[src/rtl/gcd_4bit.sv]
// gcd_4bit: 4-bit greatest-common-divisor FSMD using repeated subtraction.
// One subtraction step per clock in CALC; result is registered on entry to
// DONE and held until the next result (or reset).
module gcd_4bit (
    input  logic       CLK,
    input  logic       RESET,
    input  logic [3:0] x_i,
    input  logic [3:0] y_i,
    input  logic       go_i,
    output logic [3:0] d_o
);

    typedef enum logic [1:0] {
        IDLE = 2'd0,
        LOAD = 2'd1,
        CALC = 2'd2,
        DONE = 2'd3
    } state_t;

    state_t     state_reg;
    logic [3:0] x_r;
    logic [3:0] y_r;

    // Comparison and both subtraction results, all available in the same cycle
    logic       x_zero;
    logic       y_zero;
    logic       xy_equal;
    logic       x_greater;
    logic [3:0] x_minus_y;
    logic [3:0] y_minus_x;

    // Datapath compare/subtract for the current operands
    always_comb begin
        x_zero    = (x_r == 4'd0);
        y_zero    = (y_r == 4'd0);
        xy_equal  = (x_r == y_r);
        x_greater = (x_r > y_r);
        x_minus_y = x_r - y_r;
        y_minus_x = y_r - x_r;
    end

    // Controller and datapath registers; reset aborts any computation at once
    always_ff @(posedge CLK or negedge RESET) begin
        if (!RESET) begin
            state_reg <= IDLE;
            x_r       <= 4'd0;
            y_r       <= 4'd0;
            d_o       <= 4'd0;
        end else begin
            case (state_reg)
                IDLE: begin
                    if (go_i) begin
                        state_reg <= LOAD;
                    end
                end
                LOAD: begin
                    // Operands are sampled here only; later input changes are ignored
                    x_r       <= x_i;
                    y_r       <= y_i;
                    state_reg <= CALC;
                end
                CALC: begin
                    // Zero checks come first so gcd(0,n)=n and gcd(0,0)=0 terminate
                    if (x_zero) begin
                        d_o       <= y_r;
                        state_reg <= DONE;
                    end else if (y_zero) begin
                        d_o       <= x_r;
                        state_reg <= DONE;
                    end else if (xy_equal) begin
                        d_o       <= x_r;
                        state_reg <= DONE;
                    end else if (x_greater) begin
                        x_r <= x_minus_y;
                    end else begin
                        y_r <= y_minus_x;
                    end
                end
                DONE: begin
                    // Wait for go_i to drop so a held request runs only once
                    if (!go_i) begin
                        state_reg <= IDLE;
                    end
                end
                default: begin
                    state_reg <= IDLE;
                end
            endcase
        end
    end

endmodule

[config.mk]
export PLATFORM = sky130hd
export DESIGN_NAME = gcd_4bit
export DESIGN_NICKNAME = d
export VERILOG_FILES = /design/src/rtl/gcd_4bit.sv
export SDC_FILE = /design/constraint.sdc
export NUM_CORES = 1
export LEC_CHECK = 0
export ABC_AREA = 1
export ABC_CLOCK_PERIOD_IN_PS = 2100
export CORE_MARGIN = 3
export CORE_UTILIZATION = 50
export DETAILED_ROUTE_END_ITERATION = 12
export PLACE_DENSITY = 0.73
export RECOVER_POWER = 100
export SLEW_MARGIN = 25
export SYNTH_ARGS = -nofsm -noshare
export SYNTH_HDL_FRONTEND = slang
export SYNTH_SLANG_ARGS = --single-unit
[constraint.sdc]
create_clock -name CLK -period 2.1 [get_ports CLK]
set_input_delay 0.315 -clock CLK [delete_from_list [all_inputs] [get_ports CLK]]
set_output_delay 0.315 -clock CLK [all_outputs]
set_load 0.01 [all_outputs]
-- Yosys cells after proc, flatten, opt, wreduce, memory -nomap -nowiden
Index checks and enable logic that the tools add are counted.
- bits in registers: 14
- bits of input ports: 11
- logic and storage cells: 47
- add/subtract/negate cells: 2
- $lt $le $gt $ge: 1
- eq/ne operators: 12
- multiplexer cells: 19
- reductions and logical operators: 9
- operator list (kind ; number):
    $mux W4 ; 11
    $pmux W4 S2 ; 2
    $ne A2 B2 Y1 const B ; 7
    $mux W2 ; 5
    $reduce_and A5 Y1 ; 2
    $logic_not A4 Y1 ; 2
    $pmux W2 S4 ; 1
    $sub A4 B4 Y4 ; 2
    $eq A2 B2 Y1 const B ; 2
    $eq A4 B4 Y1 ; 1
    $gt A4 B4 Y1 ; 1
    $ne A4 B4 Y1 const B ; 1
    $reduce_and A3 Y1 ; 1
    $reduce_bool A3 Y1 ; 1
    $eq A2 B1 Y1 const B ; 1
    $logic_not A2 Y1 ; 1
    $reduce_and A2 Y1 ; 1
    $reduce_bool A2 Y1 ; 1

-- Logic depth before layout (Yosys ltp)
- depth after elaboration: 6
- depth in mapped cells: 12
- gate-level depth less buffers: 12

-- Worst setup path after synthesis
OpenSTA, ideal clock, no wires.
- path kind: flip-flop to flip-flop
- start: reg x_r[0]
- end: reg y_r[1]
- setup time: 123 ps
- arrival: 1537 ps
- required time: 1977 ps
- slack: 439 ps
- stages on the path, launching flop included: 11
- buffers on the path: 0
- cell sequence: dfrtp_1 -> inv_1 -> ha_1 -> inv_1 -> fa_1 -> nand3_1 -> nand3_1 -> nand2_4 -> nand3_2 -> nand2_1 -> o21ai_1
- cells in the longest elaborated chain, start to end: 6
- ends and longest elaborated chain (element ; RTL line ; RTL):
    from (decl) ; 21 ; logic [3:0] x_r;
    from (signal assigned) ; 58 ; x_r <= x_i;
    from (signal assigned) ; 74 ; x_r <= x_minus_y;
    $sub A4 B4 Y4 ; 39 ; y_minus_x = y_r - x_r;
    $mux W4 ; 73 ; end else if (x_greater) begin
    $mux W4 ; 70 ; end else if (xy_equal) begin
    $mux W4 ; 67 ; end else if (y_zero) begin
    $mux W4 ; 64 ; if (x_zero) begin
    $pmux W4 S2 ; 50 ; case (state_reg)
    to (signal assigned) ; 59 ; y_r <= y_i;
    to (signal assigned) ; 76 ; y_r <= y_minus_x;
    to (decl) ; 22 ; logic [3:0] y_r;
Several ways; a longest one is shown, not always the timed one. The select of a mux whose other input is x is not followed.
A chain may end at the register's enable or synchronous reset.

-- Worst setup path in the final report
Ends and elaborated chain as after synthesis.

==> reports/metrics.cfg <==
[run_status]
status=completed

[layout]
drive_above_1_share=0.09290
syn_to_final_growth_pct=16.19
reg_top3=d_o x4, x_r x4, y_r x4
insertedDiodeCount=0
final_area_sq_um=1365
fin_nets=208
post-route-util=0.6556

[pwr]
peakVddDrop_uv=909.8
p_int_w=0.001166
p_clk_frac=0.078
p_leak_nw=0.7664
p_seq_frac=0.217
p_per_area_nw_per_um2=1810
p_comb_frac=0.705
switching_power_w=0.001305
netSwitchingFraction=0.5281

[drt]
drtIter0Drc=20
drc=0
wl_microns=2397
route.detailed.wl_per_inst_microns=11.41
ant_nets=0
drt_pre_antenna_iters=4
via_count=1009
vias_per_cell=4.805

[timing]
fmax_mhz=537.5
relSlewSlack=0.6061
period_share=0.8860
slew_violations=0
hold_viol=0
tightestPinTransition_ps=588.9
rsz0062_at_grt=no
holdWs_ps=460.7
skew_ps=7.403
setup_slack_ps=239.5
fin_setup_tns_ps=0
period_needed_ps=1861
setup_viol=0

[setup_path]
reg2reg_slack_ps=240
path_max_fanout=5
critical_path_required_ps=2280
startpoint=x_r[0]$_DFFE_PN0P_
path_cells=inv_1 > ha_1 > inv_1 > fa_1 > nand3_1 > nand3_1 > nand2_4 > nand3_1 > nand2_1 > o21ai_0
start_kind=flip-flop
r2r_cells=10
slowest_stage=fa_1
cp-end-kind=flip-flop
timing.rr.start=x_r[0]$_DFFE_PN0P_
cpMostUsedCell=nand3_1
critPathMaxStageDelay_ps=420
worstReg2RegEnd=y_r[1]$_DFFE_PN0P_
path_class=flip-flop to flip-flop
critPathArrivalTime_ps=2040

[clocking]
clk_latency_ps=290
cts_root_buffer=clkbuf_4
cts.sink_count=14
cts_buffers=3
cts_hold_buf=0
cts_tree=built
cts_setup_buffers=0
clk_path_buf_depth=2
clk_pin_slew_worst_paths_ps=80
htree_levels=1
cts.repair.resized=0

[placed_design]
place_area_sq_um=1336
dp_worst_setup_slack_ps=337.1
port-buffer-count=14
hpwl_microns=1994
gp_congestion=0.8629

[grt]
grt_overflow=0
grt_pass1_vias=943
grt_start_max_net_pins=15
antenna_found_initial=0
grt_first_pass_wirelength_microns=3960
track_usage=0.1871

[synthesis]
synth_area_per_cell_sq_um=7.035
yosys.area.top_type=dfrtp_1
async_flop_share=1.000
ys_seq_elements=14
ys_warn_count=0
syn_inst=167
synth_top_area_frac=0.2982
syn_nets=191
yosysUniqueCellTypes=23
synth_area_leaders=dfrtp_1 30%, nand2_1 20%, ha_1 12%
ys.flop_type=dfrtp_1
yosysMostFrequentCell=nand2_1
synthesis.area_sq_um=1175
synth-edff-count=0
synth_seq_area_share=0.2982
synth_commonest_cells=64 x nand2_1, 23 x inv_1, 14 x dfrtp_1

[floorplan]
placementRows=16
core_sq_um=2082
die_x_microns=54.48
die_h_microns=54.48
start_util=0.5643
die_area_sq_um=2968
io_pins=15

[job]
drv_cap=0

[hold_path]
min_path_type=primary input to asynchronous set/reset pin

==> final cells by class <==
class	count	area, sq um
fill	199	716.9
multi-input combinational	127	710.7
tap	27	33.78
sequential	14	350.3
inverter	23	86.33
clock buffer	4	36.28
timing repair buffer	15	147.6
==> critical path, delay by kind of cell, from the launching register on <==
family	cells	cell delay, ps
buffers and inverters	2	130
flip-flops	1	410
adder cells (fa/ha/maj)	2	560
AO/OA/AOI/OAI	1	70
AND/OR/NAND/NOR	5	560
==> logic make-up (layout without fill, tap and decap cells) <==
logic type               after synthesis  in the layout  share of synthesized area
XOR/XNOR                               2              2                    0.01491
AO/OA/AOI/OAI                         16             16                    0.07987
adder cells (fa/ha/maj)               13             13                     0.1512
AND/OR/NAND/NOR                       96             96                     0.3653
buffers and inverters                 26             42                    0.09051
flip-flops                            14             14                     0.2982
==> cell usage in the layout, fill, tap and decap left out <==
cell type,count
nand2_1,65
inv_1,23
dfrtp_1,14
nand3_1,11
o21ai_0,11
ha_1,11
nor2_1,9
clkdlybuf4s50_1,9
nand2_2,5
dlygate4sd3_1,5
a21oi_1,3
clkbuf_4,3
nand2_4,2
nor2_4,2
fa_1,2
o21ai_4,1
nor2_2,1
xnor2_1,1
xor2_1,1
or2_2,1
o21bai_1,1
clkbuf_8,1
buf_4,1
==> how the worst max path moves through the flow <==
| stage | end | cells after the start |
|---|---|---|
| 4_1_cts | y_r[2]$_DFFE_PN0P_ | 11 |
| 3_3_place_gp | x_r[0]$_DFFE_PN0P_ | 8 |
| 2_1_floorplan | y_r[1]$_DFFE_PN0P_ | 10 |
| 6_report | y_r[1]$_DFFE_PN0P_ | 10 |
| 5_1_grt | y_r[1]$_DFFE_PN0P_ | 10 |
| 3_5_place_dp | y_r[1]$_DFFE_PN0P_ | 10 |
==> stage by stage <==
| stage | power (W) | std cells |
|---|---|---|
| CTS | 0.002519 | 210 |
| finish | 0.002470 | 210 |
| detailed placement | 0.002323 | 206 |
| floorplan | 0.001934 | 167 |
| global placement | 0.002274 | 206 |
| global route | 0.002765 | 210 |
==> routing by layer <==
| layer | up-vias | track usage | share of wire | wire length, microns |
|---|---|---|---|---|
| met3 | 3 | 0.04087 | 0.028 | 67 |
| met1 | 444 | 0.2383 | 0.49 | 1171 |
| met2 | 18 | 0.3227 | 0.47 | 1135 |
| met5 | - | 0 | 0 | 0 |
| li1 | 544 | - | - | - |
| met4 | 0 | 0.03734 | 0.0096 | 23 |
==> power groups by stage <==
stage | Clock [W] | Combinational, W | Sequential (W)
3_5_place_dp | 0 | 0.00178 | 0.000540
6_report | 0.000194 | 0.00174 | 0.000536
5_1_grt | 0.000214 | 0.00200 | 0.000553
2_1_floorplan | 0 | 0.00141 | 0.000525
4_1_cts | 0.000200 | 0.00178 | 0.000537
3_3_place_gp | 0 | 0.00174 | 0.000536
Power figures use the tool's default switching activity.
